<file path="config.mk">
export PLATFORM = sky130hd
export DESIGN_NAME = uart_rx
export DESIGN_NICKNAME = d
export VERILOG_FILES = /design/src/rtl/uart_rx.sv
export SDC_FILE = /design/constraint.sdc
export NUM_CORES = 1
export LEC_CHECK = 0
export BUFFER_PORTS_ARGS = -buffer_cell sky130_fd_sc_hd__buf_2
export CAP_MARGIN = 20
export CORE_ASPECT_RATIO = 1.5
export CORE_MARGIN = 2
export CORE_UTILIZATION = 59
export DETAILED_ROUTE_END_ITERATION = 8
export GPL_TIMING_DRIVEN = 0
export PLACE_DENSITY = 0.78
export SLEW_MARGIN = 20
export SYNTH_ARGS = -nofsm -noshare
export SYNTH_HDL_FRONTEND = slang
export SYNTH_SLANG_ARGS = --single-unit
</file>
<file path="constraint.sdc">
create_clock -name clk -period 3.18 [get_ports clk]
set_clock_uncertainty 0.15 [all_clocks]
set_input_delay 0.318 -clock clk [delete_from_list [all_inputs] [get_ports clk]]
set_output_delay 0.318 -clock clk [all_outputs]
set_load 0.1 [all_outputs]
</file>
<file path="src/rtl/uart_rx.sv">
// 8N1 UART receiver: 2-FF synchronizer, mid-bit sampling from an internal clocks-per-bit counter.
// Define UART_RX_PARITY_EN for 8E1 frames with an extra rx_parity_err pulse output.
module uart_rx #(
  parameter int CLKS_PER_BIT = 434,
  parameter int CNT_W        = 16
) (
  input  logic       clk,
  input  logic       rst_n,
  input  logic       rx_in,
  output logic [7:0] rx_data,
  output logic       rx_valid,
  output logic       rx_frame_err,
  output logic       rx_busy
`ifdef UART_RX_PARITY_EN
  ,
  output logic       rx_parity_err
`endif
);

  localparam logic [CNT_W-1:0] HALF = CNT_W'((CLKS_PER_BIT - 1) / 2);
  localparam logic [CNT_W-1:0] FULL = CNT_W'(CLKS_PER_BIT - 1);

`ifdef UART_RX_PARITY_EN
  typedef enum logic [2:0] {IDLE, START, DATA, PARITY, STOP, WAIT_HIGH} state_t;
`else
  typedef enum logic [2:0] {IDLE, START, DATA, STOP, WAIT_HIGH} state_t;
`endif

  state_t           state_q, state_d;
  logic             rx_meta_q, rx_s_q;
  logic [CNT_W-1:0] clk_cnt_q, clk_cnt_d;
  logic [2:0]       bit_idx_q, bit_idx_d;
  logic [7:0]       shift_q, shift_d;
  logic [7:0]       data_q, data_d;
  logic             valid_q, valid_d;
  logic             ferr_q, ferr_d;
`ifdef UART_RX_PARITY_EN
  logic             par_q, par_d;
  logic             perr_q, perr_d;
`endif

  always_ff @(posedge clk or negedge rst_n) begin
    if (!rst_n) begin
      rx_meta_q <= 1'b1;
      rx_s_q    <= 1'b1;
    end else begin
      rx_meta_q <= rx_in;
      rx_s_q    <= rx_meta_q;
    end
  end

  always_ff @(posedge clk or negedge rst_n) begin
    if (!rst_n) begin
      state_q   <= IDLE;
      clk_cnt_q <= '0;
      bit_idx_q <= '0;
      shift_q   <= '0;
      data_q    <= '0;
      valid_q   <= 1'b0;
      ferr_q    <= 1'b0;
`ifdef UART_RX_PARITY_EN
      par_q     <= 1'b0;
      perr_q    <= 1'b0;
`endif
    end else begin
      state_q   <= state_d;
      clk_cnt_q <= clk_cnt_d;
      bit_idx_q <= bit_idx_d;
      shift_q   <= shift_d;
      data_q    <= data_d;
      valid_q   <= valid_d;
      ferr_q    <= ferr_d;
`ifdef UART_RX_PARITY_EN
      par_q     <= par_d;
      perr_q    <= perr_d;
`endif
    end
  end

  always_comb begin
    state_d   = state_q;
    clk_cnt_d = clk_cnt_q;
    bit_idx_d = bit_idx_q;
    shift_d   = shift_q;
    data_d    = data_q;
    valid_d   = 1'b0;
    ferr_d    = 1'b0;
`ifdef UART_RX_PARITY_EN
    par_d     = par_q;
    perr_d    = 1'b0;
`endif
    case (state_q)
      IDLE: begin
        if (!rx_s_q) begin
          state_d   = START;
          clk_cnt_d = '0;
        end
      end
      START: begin
        if (clk_cnt_q == HALF) begin
          // A high line at mid start bit is a glitch, not a frame.
          state_d   = rx_s_q ? IDLE : DATA;
          clk_cnt_d = '0;
          bit_idx_d = '0;
        end else begin
          clk_cnt_d = clk_cnt_q + 1'b1;
        end
      end
      DATA: begin
        if (clk_cnt_q == FULL) begin
          shift_d[bit_idx_q] = rx_s_q;
          clk_cnt_d          = '0;
          if (bit_idx_q == 3'd7) begin
`ifdef UART_RX_PARITY_EN
            state_d = PARITY;
`else
            state_d = STOP;
`endif
          end else begin
            bit_idx_d = bit_idx_q + 3'd1;
          end
        end else begin
          clk_cnt_d = clk_cnt_q + 1'b1;
        end
      end
`ifdef UART_RX_PARITY_EN
      PARITY: begin
        if (clk_cnt_q == FULL) begin
          par_d     = rx_s_q;
          clk_cnt_d = '0;
          state_d   = STOP;
        end else begin
          clk_cnt_d = clk_cnt_q + 1'b1;
        end
      end
`endif
      STOP: begin
        if (clk_cnt_q == FULL) begin
          clk_cnt_d = '0;
          // Leaving at mid-stop lets a start edge right after the stop bit be caught.
          if (rx_s_q) begin
            state_d = IDLE;
`ifdef UART_RX_PARITY_EN
            if (^{shift_q, par_q}) begin
              perr_d = 1'b1;
            end else begin
              data_d  = shift_q;
              valid_d = 1'b1;
            end
`else
            data_d  = shift_q;
            valid_d = 1'b1;
`endif
          end else begin
            ferr_d  = 1'b1;
            state_d = WAIT_HIGH;
          end
        end else begin
          clk_cnt_d = clk_cnt_q + 1'b1;
        end
      end
      WAIT_HIGH: begin
        if (rx_s_q) state_d = IDLE;
      end
      default: state_d = IDLE;
    endcase
  end

  assign rx_data      = data_q;
  assign rx_valid     = valid_q;
  assign rx_frame_err = ferr_q;
  assign rx_busy      = (state_q != IDLE);
`ifdef UART_RX_PARITY_EN
  assign rx_parity_err = perr_q;
`endif

endmodule

</file>
## Yosys cells after proc, flatten, opt, wreduce, memory -nomap -nowiden

Cells that the tools add are included.

- Add/sub/neg operators: 2
- Order comparisons: 2
- Eq/ne operators: 14
- Muxes and demuxes: 26
- Reductions and logical operators: 11

Operators with widths:

| cell | number |
|---|---|
| $mux 16 | 3 |
| $pmux 16 s3 | 1 |
| $mux 3 | 10 |
| $add 16x1->16 const B | 1 |
| $eq 16x8->1 const B | 1 |
| $eq 16x9->1 const B | 1 |
| $pmux 3 s5 | 1 |
| $ne 2x2->1 const B | 7 |
| $bwmux 8 | 1 |
| $mux 1 | 7 |
| $eq 3x2->1 const B | 2 |
| $eq 3x3->1 const B | 2 |
| $pmux 3 s2 | 1 |
| $reduce_and 6->1 | 1 |
| $reduce_bool 3->1 | 2 |
| $lt 3x4->1 const B | 1 |
| $reduce_and 2->1 | 2 |
| $reduce_and 4->1 | 1 |
| $add 3x1->3 const B | 1 |
| $demux 1 s3 | 1 |
| $eq 3x1->1 const B | 1 |
| $ge 3x1->1 const B | 1 |
| $logic_not 3->1 | 1 |
| $reduce_and 3->1 | 1 |
| other kinds (4) | 4 |

- Bits in registers: 42
- Input bits: 3
- Output and inout bits: 11
- Logic and storage cells: 64

## Depth between registers and ports, before layout

Gate-level depths: netlist of run 1.

- Depth in word-level cells: 5
- Gate-level depth with buffers: 8
- Gate-level depth less buffers: 7

## Worst setup path after synthesis of run 1

Ideal clock, no wire load.

- Path kind: reg2reg
- From: register clk_cnt_q[2]
- To: register shift_q[4]
- Library setup time: 125 ps
- Data arrival time: 2138 ps
- Slack: 767 ps
- Stages on the path, launching flop included: 6
- Cells stage by stage: dfrtp_1 or4_1 nor4_4 nand3b_1 nor3b_1 mux2_2

- Word-level cells in the longest chain between the ends: 2

RTL lines:

| item | RTL line | source |
|---|---|---|
| start: declaration | 31 | `logic [CNT_W-1:0] clk_cnt_q, clk_cnt_d;` |
| start signal: assignment | 67 | `clk_cnt_q <= clk_cnt_d;` |
| $eq 16x9->1 | 110 | `if (clk_cnt_q == FULL) begin` |
| $reduce_and 2->1 (no line) | -- |  |
| end signal: assignment | 69 | `shift_q <= shift_d;` |
| end: declaration | 33 | `logic [7:0] shift_q, shift_d;` |

No other way between the ends.
A chain may end at the register's enable or synchronous reset.

## Worst setup path in the final report of run 1

Same ends and word-level chain as after synthesis.

==> results by group, run 1 <==
Synthesis
  • Syn Area/Cell: 10.4 um^2
  • Post-Synthesis Cell Area: 2120 um^2
  • Synth Net Count: 212
  • Xor/xnor share of the synthesized area: 0.824%
  • Adder-cell area share of the yosys netlist: 2.94%
  • #FFs+latches synth: 42
  • Top post-synthesis cells by area: dfrtp_1 47%, mux2_2 8.5%, nand2_1 3.5%
  • Async SR Flop Fraction: 100%
  • Most common cell in the netlist: dfrtp_1
  • Synth Instances: 204
  • Syn. warnings: 0
  • Combinational family with the most area after synthesis: simple AND/OR/NAND/NOR gates
  • Complex-gate fraction of the synthesized area: 12.1%
  • Register area share after synthesis: 49.6%
  • Yosys cell types: 43
  • Mux contribution to synthesized area: 8.48%
  • Largest area contributor in the netlist: dfrtp_1
  • Simple-gate share of the synthesized area: 22.9%
  • Top cells by count, synth: 40 x dfrtp_1, 20 x nand2_1, 16 x mux2_2
  • Ys flop type: dfrtp_1
  • EDFF count, synth: 0
  • Yosys top cell area share: 47.1%

Routing
  • Initial DRT Pass Iterations: 4
  • WL/cell: 16.5 um
  • DRC Markers: 0
  • DR vias: 1,697
  • DRT Wirelength: 4.41 mm
  • Post-route ant nets: 0
  • DR vias/cell: 6.33
  • Number of DRC markers in iteration 0: 38

Final layout
  • Fin nets: 233
  • Layout cells sized above 1: 19.9%
  • Fin cells: 268
  • Number of diodes: 0
  • Final instance area: 2340 um^2
  • Area Overhead vs Synth: 10.3%
  • Final core occ: 68.6%

Floorplanning
  • CORE AREA: 3420 um^2
  • Die Height: 77.5 um
  • # IOs: 14
  • Die extent in x: 53.0 um
  • FP Rows: 26
  • Die area: 4110 um^2
  • Initial Utilization: 62.2%

Setup path
  • CP arrival: 2780 ps
  • CP Capture Type: flop
  • Critical Path RT: 3210 ps
  • CP Max Fanout: 7
  • Setup crit start kind: flop
  • Worst setup path category: reg2reg
  • Flop-to-flop setup slack: 430 ps

Clocking
  • CTS tree: built
  • Total CTS buffers: 5
  • Clock sink count: 42
  • Postcts setup bufs: 0
  • Clock transition at path regs: 80 ps
  • Clock tree buffer depth: 2
  • Worst-skew pair later-pin latency: 300 ps
  • CTS H-tree lvls: 2
  • Root buf cell: clkbuf_8

Timing
  • Slew @ Worst Pin: 896 ps
  • Tcrit/Tclk final: 86.4%
  • Fin. Hold Viols: 17
  • RSZ-0062 raised after global routing: no
  • Final setup violation count: 0
  • Max transition margin: 40.3%
  • Crit path time final: 2750 ps
  • Slew Viols, Final: 0
  • Hold slack: -8.70 ps
  • Peak Freq: 364 MHz
  • Setup TNS: 0 ps

Power
  • Sw Share: 21.6%
  • Internal power: 714 uW
  • P per Cell Area: 389 nW/um^2
  • Lkg Pwr: 0.00113 uW
  • Max rail drop VDD: 0.000334 V
  • Power share of the combinational group: 1.7%
  • Seq pwr share: 58.9%
  • Clock power frac: 39.4%
  • NetSw: 197 uW

Min path
  • Hold WC Path Type: in2async

Run
  • Max_cap viols: 0

GRT
  • Global-route wire length before repair: 7.53 mm
  • GRT overflow: 0
  • Antenna violations before repair: 0
  • Largest net degree at the start of global routing: 43
  • Vias in the first global route: 1,677
  • Tot GR Track Use: 24.7%

Placement
  • Placed Area: 2240 um^2
  • DPL Wire Length: 3.21 mm
  • I/O Buffers: 13
  • Inst Count DP: 259
  • Final RePlAce weighted congestion: 0.844

Status
  • Failing checks: negative hold slack
  • Status: complete, but fails checks
## cell type report
| type | instances | area, um^2 |
|---|---|---|
| repair buffers | 14 | 75.1 |
| multi-input cells | 145 | 1000 |
| flip-flops and latches | 42 | 1050 |
| fillers | 273 | 1070 |
| plain buffers | 11 | 43.8 |
| well taps | 42 | 52.6 |
| clock buffers | 7 | 86.3 |
| clock inverters | 1 | 5.00 |
| inverters | 6 | 22.5 |
## timing repair
| action | 4_1_cts | 5_1_grt |
|---|---|---|
| endpoints found under the setup margin | 0 | 0 |
| gates resized for setup | 0 | 0 |
| hold endpoints to repair | 1 | 0 |
| hold buffers | 1 | 0 |
## placed cells by master, fill, tap and decap left out, types with 2 or more instances in the layout
cell	instances
a21oi_1	9
a22o_1	4
a31oi_1	9
a41oi_1	2
and3_1	6
buf_2	15
clkbuf_1	10
clkbuf_8	6
dfrtp_1	40
dfstp_2	2
ha_1	5
inv_1	6
mux2_2	16
nand2_1	20
nand2b_1	2
nand3_1	13
nand3b_1	7
nand4_1	3
nor2_1	11
nor3_1	2
nor3b_1	4
nor4_1	2
o21ai_0	6
or3_1	2
or4_1	3
## critical path: stages (launching register included)
cell and delay, ps:
dfrtp_1 460, or4_1 670, nor4_4 460, nand3b_1 240, nor3b_1 300, mux2_2 360
## power by group through the flow
stage	Sequential, uW	Combinational, uW	Clock [uW]
finish	536	15.7	359
CTS	536	16.6	359
floorplan	547	3.14	0
global route	536	18.7	375
global placement	547	15.2	0
detailed placement	547	15.7	0
## final timing paths
kind | startpoint | to | depth (start not counted)
worst max-delay path | clk_cnt_q[2]$_DFFE_PN0P_ | shift_q[4]$_DFFE_PN0P_ | 5
worst min-delay path | rst_n | clk_cnt_q[0]$_DFFE_PN0P_ | 1
worst max register to register | clk_cnt_q[2]$_DFFE_PN0P_ | shift_q[4]$_DFFE_PN0P_ | 5
worst min register to register | rx_meta_q$_DFF_PN1_ | rx_s_q$_DFF_PN1_ | 0
max in group asynchronous | rst_n | rx_data[7]$_DFFE_PN0P_ | 1
min in group clk | rx_meta_q$_DFF_PN1_ | rx_s_q$_DFF_PN1_ | 0
## cell families (layout without fill, tap and decap cells)
group                    count (synthesis)  in the layout
AO/OA/AOI/OAI                           38             38
XOR/XNOR                                 2              2
adder cells (fa/ha/maj)                  5              5
buffers and inverters                   17             39
flip-flops                              42             42
multiplexers                            16             16
AND/OR/NAND/NOR                         84             84
## registers in the layout, summed over array words and instances, names as in the netlist
signal / cells
clk_cnt_q: 16
rx_data: 8
shift_q: 8
bit_idx_q: 3
state_q: 3
rx_frame_err: 1
rx_meta_q: 1
rx_s_q: 1
rx_valid: 1
## per-stage QoR
step	setup slack, ps	total power [uW]	hold slack, ps
floorplan	767	550	-128
global placement	514	562	196
detailed placement	460	563	204
CTS	434	912	22.0
global route	266	930	69.4
finish	433	911	-8.70
## layer usage
| layer | routed length, um | share of wire, % | up-vias | track usage, % |
|---|---|---|---|---|
| met4 | 106 | 2.4 | 0 | 10.5 |
| met1 | 1690 | 38 | 849 | 25.8 |
| li1 | - | - | 790 | - |
| met2 | 2450 | 56 | 43 | 45.0 |
| met5 | 0 | 0 | - | 0 |
| met3 | 160 | 3.6 | 15 | 5.38 |
Note: power is estimated with default switching activity, not from simulation.
==> run 2, diff against run 1 <==
--- a/config.mk
+++ b/config.mk
@@ -10,9 +10,12 @@
 export CORE_ASPECT_RATIO = 1.5
 export CORE_MARGIN = 2
 export CORE_UTILIZATION = 59
+export CTS_BUF_LIST = sky130_fd_sc_hd__clkbuf_16
+export CTS_CLUSTER_SIZE = 25
 export DETAILED_ROUTE_END_ITERATION = 8
 export GPL_TIMING_DRIVEN = 0
 export PLACE_DENSITY = 0.78
+export SETUP_SLACK_MARGIN = 0.1
 export SLEW_MARGIN = 20
 export SYNTH_ARGS = -nofsm -noshare
 export SYNTH_HDL_FRONTEND = slang
==> results by group, run 2 (synthesized netlist as in run 1, its figures left out) <==
Routing
  • WL/cell: 16.6 um
  • Number of DRC markers in iteration 0: 59
  • DRT Wirelength: 4.44 mm
  • Initial DRT Pass Iterations: 6
  • DR vias: 1,688
  • DR vias/cell: 6.30
  • DRC Markers: 0
  • Post-route ant nets: 0

Power
  • P per Cell Area: 431 nW/um^2
  • Lkg Pwr: 0.00116 uW
  • Max rail drop VDD: 0.000478 V

GRT
  • Antenna violations before repair: 0
  • Gr busiest metal: met2
  • Vias in the first global route: 1,716
  • Tot GR Track Use: 24.9%
  • Largest net degree at the start of global routing: 43
  • Met1 usage: 26.4%
  • M3 GR Usage: 4.62%
  • Global-route wire length before repair: 7.67 mm
  • GRT overflow: 0
  • Met2 usage: 46.3%

Timing
  • Peak Freq: 362 MHz
  • Tcrit/Tclk final: 86.9%
  • Setup TNS: 0 ps
  • RSZ-0062 raised after global routing: no
  • Fin. Hold Viols: 0
  • Crit path time final: 2760 ps
  • Max transition margin: 39.1%
  • Slew @ Worst Pin: 914 ps
  • Hold slack: 21.2 ps
  • Final WS setup: 417 ps
  • Slew Viols, Final: 0
  • Final setup violation count: 0

Final layout
  • Most frequent cells in the layout: 40 x dfrtp_1, 20 x nand2_1, 16 x mux2_2
  • Number of diodes: 0
  • Area Overhead vs Synth: 12.5%
  • Largest Register: clk_cnt_q
  • Fin nets: 233
  • Fillers: 261
  • Max reg flops: 16
  • Layout cells sized above 1: 19.5%
  • Commonest non-fill, non-tap cell in the layout: dfrtp_1

Setup path
  • Crit-path max cell delay: 670 ps
  • CP Capture Type: flop
  • CP delay by family, top: simple AND/OR/NAND/NOR gates
  • Count of buffer and inverter cells on the critical path: 0
  • Setup crit start kind: flop
  • Slowest-stage cell, CP: or4_1
  • CP Max Fanout: 7
  • Crit path cell chain: or4_1, nor4_4, nand3b_1, nor3b_1, mux2_2
  • Worst setup path category: reg2reg
  • Critical Path RT: 3190 ps
  • CP arrival: 2770 ps

Placement
  • Post-Place Worst Slack: 460 ps
  • Final RePlAce weighted congestion: 0.844
  • I/O Buffers: 13
  • DPL Wire Length: 3.21 mm

Floorplanning
  • FP Rows: 26
  • Die area: 4110 um^2
  • Die Height: 77.5 um
  • # IOs: 14
  • Initial Utilization: 62.2%
  • CORE AREA: 3420 um^2
  • Die extent in x: 53.0 um

Clocking
  • CTS H-tree lvls: 2
  • Worst-skew pair later-pin latency: 280 ps
  • Clock transition at path regs: 60 ps
  • Total CTS buffers: 5
  • Root buf cell: clkbuf_16
  • Postcts setup bufs: 0
  • Clock tree buffer depth: 2
  • Clock sink count: 42
  • CTS tree: built

Status
  • Status: complete, no violations

Run
  • Max_cap viols: 0

Min path
  • Hold WC Path Type: in2async
-- run 2: changes by cell type in the layout (fill, tap and decap cells not counted), sizes merged --
cell    before  now
clkinv       1    2
clkbuf      16   14
inv          6    7
-- run 2: report_power, final --
| group | switching (uW) | total, uW | leakage, uW | internal, uW |
|---|---|---|---|---|
| logic | 13.4 | 15.9 | 0.000521 | 2.54 |
| clock network | 192 | 476 | 0.0000724 | 284 |
| registers | 0.432 | 537 | 0.000565 | 537 |
-- run 2: worst reg2reg max path, cell delays in order (launching register included) --
cell,delay [ps]
dfrtp_1,450
or4_1,670
nor4_4,460
nand3b_1,240
nor3b_1,310
mux2_2,370
-- run 2: layout make-up --
class	instances	area (um^2)	area share [%]
buffer	11	43.8	1.83
clock buffer	5	125	5.24
clock inverter	3	12.5	0.524
inverter	6	22.5	0.942
multi-input combinational	145	1000	42.0
sequential	42	1050	44.1
tap	42	52.6	2.20
timing repair buffer	14	75.1	3.14
-- run 2: layer usage --
metal | vias to the layer above | routed length [um]
met2 | 41 | 2510
met1 | 846 | 1720
met5 | - | 0
li1 | 792 | -
met4 | 0 | 89
met3 | 9 | 119
-- run 2: what timing repair did --
item                                   4_1_cts  5_1_grt
endpoints found under the hold margin        1        0
hold buffers                                 1        0
gates resized for setup                      0        0
-- run 2: worst paths after layout --
path                                          start                        to  slack (ps)  cells after the start
max reg2reg                clk_cnt_q[2]$_DFFE_PN0P_    shift_q[4]$_DFFE_PN0P_         420                      5
max                        clk_cnt_q[2]$_DFFE_PN0P_    shift_q[4]$_DFFE_PN0P_         420                      5
max in group asynchronous                     rst_n  clk_cnt_q[0]$_DFFE_PN0P_        2290                      1
min reg2reg                     rx_meta_q$_DFF_PN1_          rx_s_q$_DFF_PN1_         210                      0
min in group clk                rx_meta_q$_DFF_PN1_          rx_s_q$_DFF_PN1_         210                      0
min                                           rst_n    rx_data[6]$_DFFE_PN0P_          20                      1
-- run 2: through the flow --
stage,util (%),instance area (um^2),cells,total power (uW)
after floorplan,-,2120,204,550
after global placement,65.6,2240,259,562
after detailed placement,65.6,2240,259,563
after CTS,70.0,2390,268,1030
after global routing,70.0,2390,268,1050
final,70.0,2390,268,1030
==> run 3, diff against run 2 <==
--- a/config.mk
+++ b/config.mk
@@ -5,16 +5,18 @@
 export SDC_FILE = /design/constraint.sdc
 export NUM_CORES = 1
 export LEC_CHECK = 0
+export ABC_AREA = 1
 export BUFFER_PORTS_ARGS = -buffer_cell sky130_fd_sc_hd__buf_2
 export CAP_MARGIN = 20
 export CORE_ASPECT_RATIO = 1.5
 export CORE_MARGIN = 2
-export CORE_UTILIZATION = 59
+export CORE_UTILIZATION = 60
 export CTS_BUF_LIST = sky130_fd_sc_hd__clkbuf_16
 export CTS_CLUSTER_SIZE = 25
 export DETAILED_ROUTE_END_ITERATION = 8
 export GPL_TIMING_DRIVEN = 0
-export PLACE_DENSITY = 0.78
+export HOLD_SLACK_MARGIN = 0.05
+export PLACE_DENSITY = 0.79
 export SETUP_SLACK_MARGIN = 0.1
 export SLEW_MARGIN = 20
 export SYNTH_ARGS = -nofsm -noshare
==> results by group, run 3 <==
Floorplanning
  • Die extent in x: 55.8 um
  • FP Rows: 28
  • # IOs: 14
  • Initial Utilization: 62.1%
  • CORE AREA: 3890 um^2
  • Die area: 4560 um^2
  • Die Height: 81.7 um

Final layout
  • Area Overhead vs Synth: 13.9%
  • Number of diodes: 0
  • Final core occ: 70.7%
  • Commonest non-fill, non-tap cell in the layout: nand2_1
  • Fin nets: 338
  • Largest Register: clk_cnt_q
  • Max reg flops: 16
  • Layout cells sized above 1: 21.1%
  • Most frequent cells in the layout: 78 x nand2_1, 40 x dfrtp_1, 39 x nor2_1

Timing
  • Max transition margin: 38.9%
  • Final setup violation count: 0
  • Tcrit/Tclk final: 60.8%
  • Slew Viols, Final: 0
  • Crit path time final: 1930 ps
  • Setup TNS: 0 ps
  • Hold slack: 206 ps
  • Slew @ Worst Pin: 917 ps
  • RSZ-0062 raised after global routing: no
  • Peak Freq: 518 MHz
  • Fin. Hold Viols: 0

Synthesis
  • Top cells by count, synth: 78 x nand2_1, 40 x dfrtp_1, 39 x nor2_1
  • #FFs+latches synth: 42
  • Syn. warnings: 0
  • Synth Net Count: 316
  • Async SR Flop Fraction: 100%
  • Register area share after synthesis: 43.6%
  • EDFF count, synth: 0
  • Most common cell in the netlist: nand2_1
  • Syn Area/Cell: 7.84 um^2
  • Ys flop type: dfrtp_1
  • Synth Instances: 308
  • Post-Synthesis Cell Area: 2410 um^2
  • Yosys top cell area share: 41.5%
  • Top post-synthesis cells by area: dfrtp_1 41%, nand2_1 12%, nor2_1 6.1%
  • Largest area contributor in the netlist: dfrtp_1
  • Yosys cell types: 33

Placement
  • DPL Wire Length: 3.82 mm
  • Final RePlAce weighted congestion: 0.975
  • I/O Buffers: 13

GRT
  • GRT overflow: 0
  • Vias in the first global route: 2,082
  • Largest net degree at the start of global routing: 43
  • Antenna violations before repair: 0
  • Tot GR Track Use: 26.4%
  • Global-route wire length before repair: 9.13 mm

Setup path
  • CP Capture Type: flop
  • CP arrival: 1950 ps
  • Worst setup path category: reg2reg
  • CP Max Fanout: 8
  • Critical Path RT: 3200 ps
  • Setup crit start kind: flop

Clocking
  • Worst-skew pair later-pin latency: 290 ps
  • Total CTS buffers: 5
  • Clock transition at path regs: 60 ps
  • CTS tree: built
  • Postcts setup bufs: 0
  • CTS H-tree lvls: 2
  • Clock tree buffer depth: 2
  • Root buf cell: clkbuf_16
  • Post-CTS sizing: 0
  • # hold bufs at CTS: 2
  • Clock sink count: 42

Routing
  • Initial DRT Pass Iterations: 4
  • DRC Markers: 0
  • DR vias/cell: 5.52
  • Post-route ant nets: 0
  • DR vias: 2,076
  • Number of DRC markers in iteration 0: 50
  • WL/cell: 14.5 um
  • DRT Wirelength: 5.45 mm

Power
  • Max rail drop VDD: 0.000415 V
  • Lkg Pwr: 0.00132 uW
  • P per Cell Area: 445 nW/um^2

Run
  • Max_cap viols: 0

Status
  • Status: complete, no violations

Min path
  • Hold WC Path Type: reg2reg
-- run 3: cell count changes in the layout (fill, tap and decap cells not counted), moves of 6 or more --
cell	change
nor2_1	+28
o21ai_1	+6
and3_1	-6
nand3_1	+12
inv_1	+22
o21ai_2	+8
clkbuf_1	-7
a31oi_1	-9
a21oi_1	-7
nand2_2	+10
mux2_2	-16
nand3b_1	-6
inv_2	+9
nand2_1	+58
-- run 3: power breakdown --
group | switching [uW] | internal [uW]
combinational | 12.7 | 2.94
sequential | 1.71 | 537
clock | 218 | 451
-- run 3: layout make-up --
cell class,count,area [um^2]
Inverter,39,149
Fill cell,310,1140
Clock inverter,3,68.8
Timing Repair Buffer,15,85.1
Sequential cell,42,1050
Buffer,5,35.0
Clock buffer,5,125
Tap cell,45,56.3
Multi-Input combinational cell,222,1180
-- run 3: routing by layer --
layer  track usage, %  wire [um]  up-vias
met4             19.3        293        0
met3             5.20        210       27
met5                0          0        -
met1             26.6       2080      975
li1                 -          -     1022
met2             48.5       2870       52
-- run 3: stage by stage --
stage	cells	worst slack [ps]	cell area, um^2	power, uW
finish	376	1250	2750	1220
global route	376	1060	2750	1240
CTS	376	1270	2750	1230
detailed placement	366	1290	2530	563
global placement	366	1330	2530	563
floorplan	308	1470	2410	550
-- run 3: final timing paths --
path	start	slack, ps	cells past startpoint	end
max in group asynchronous	rst_n	1750	2	shift_q[2]$_DFFE_PN0P_
worst max-delay path	clk_cnt_q[1]$_DFFE_PN0P_	1250	11	clk_cnt_q[8]$_DFFE_PN0P_
worst min-delay path	rx_meta_q$_DFF_PN1_	210	0	rx_s_q$_DFF_PN1_
worst max register to register	clk_cnt_q[1]$_DFFE_PN0P_	1250	11	clk_cnt_q[8]$_DFFE_PN0P_
min in group asynchronous	rst_n	550	2	rx_frame_err$_DFF_PN0_
worst min register to register	rx_meta_q$_DFF_PN1_	210	0	rx_s_q$_DFF_PN1_
-- run 3: cells by family (layout without fill, tap and decap cells) --
kind of cell	Yosys count	in the layout	synth area share [%]
DFF	42	42	43.6
buffers and inverters	44	67	7.62
and+or+nand+nor	182	182	35.9
AOI/OAI and AO/OA	27	27	7.36
adders and majority gates	5	5	2.59
xor gates and xnor gates	8	8	2.90
-- run 3: critical path, cell delays in order (launching register included) --
cell	delay [ps]
dfrtp_1	420
inv_1	110
ha_1	200
inv_1	50
nor2_1	80
nand2_1	80
nor2_2	90
nand2_2	140
nand2_2	110
nand2_4	100
nor2_4	200
nor2_1	90
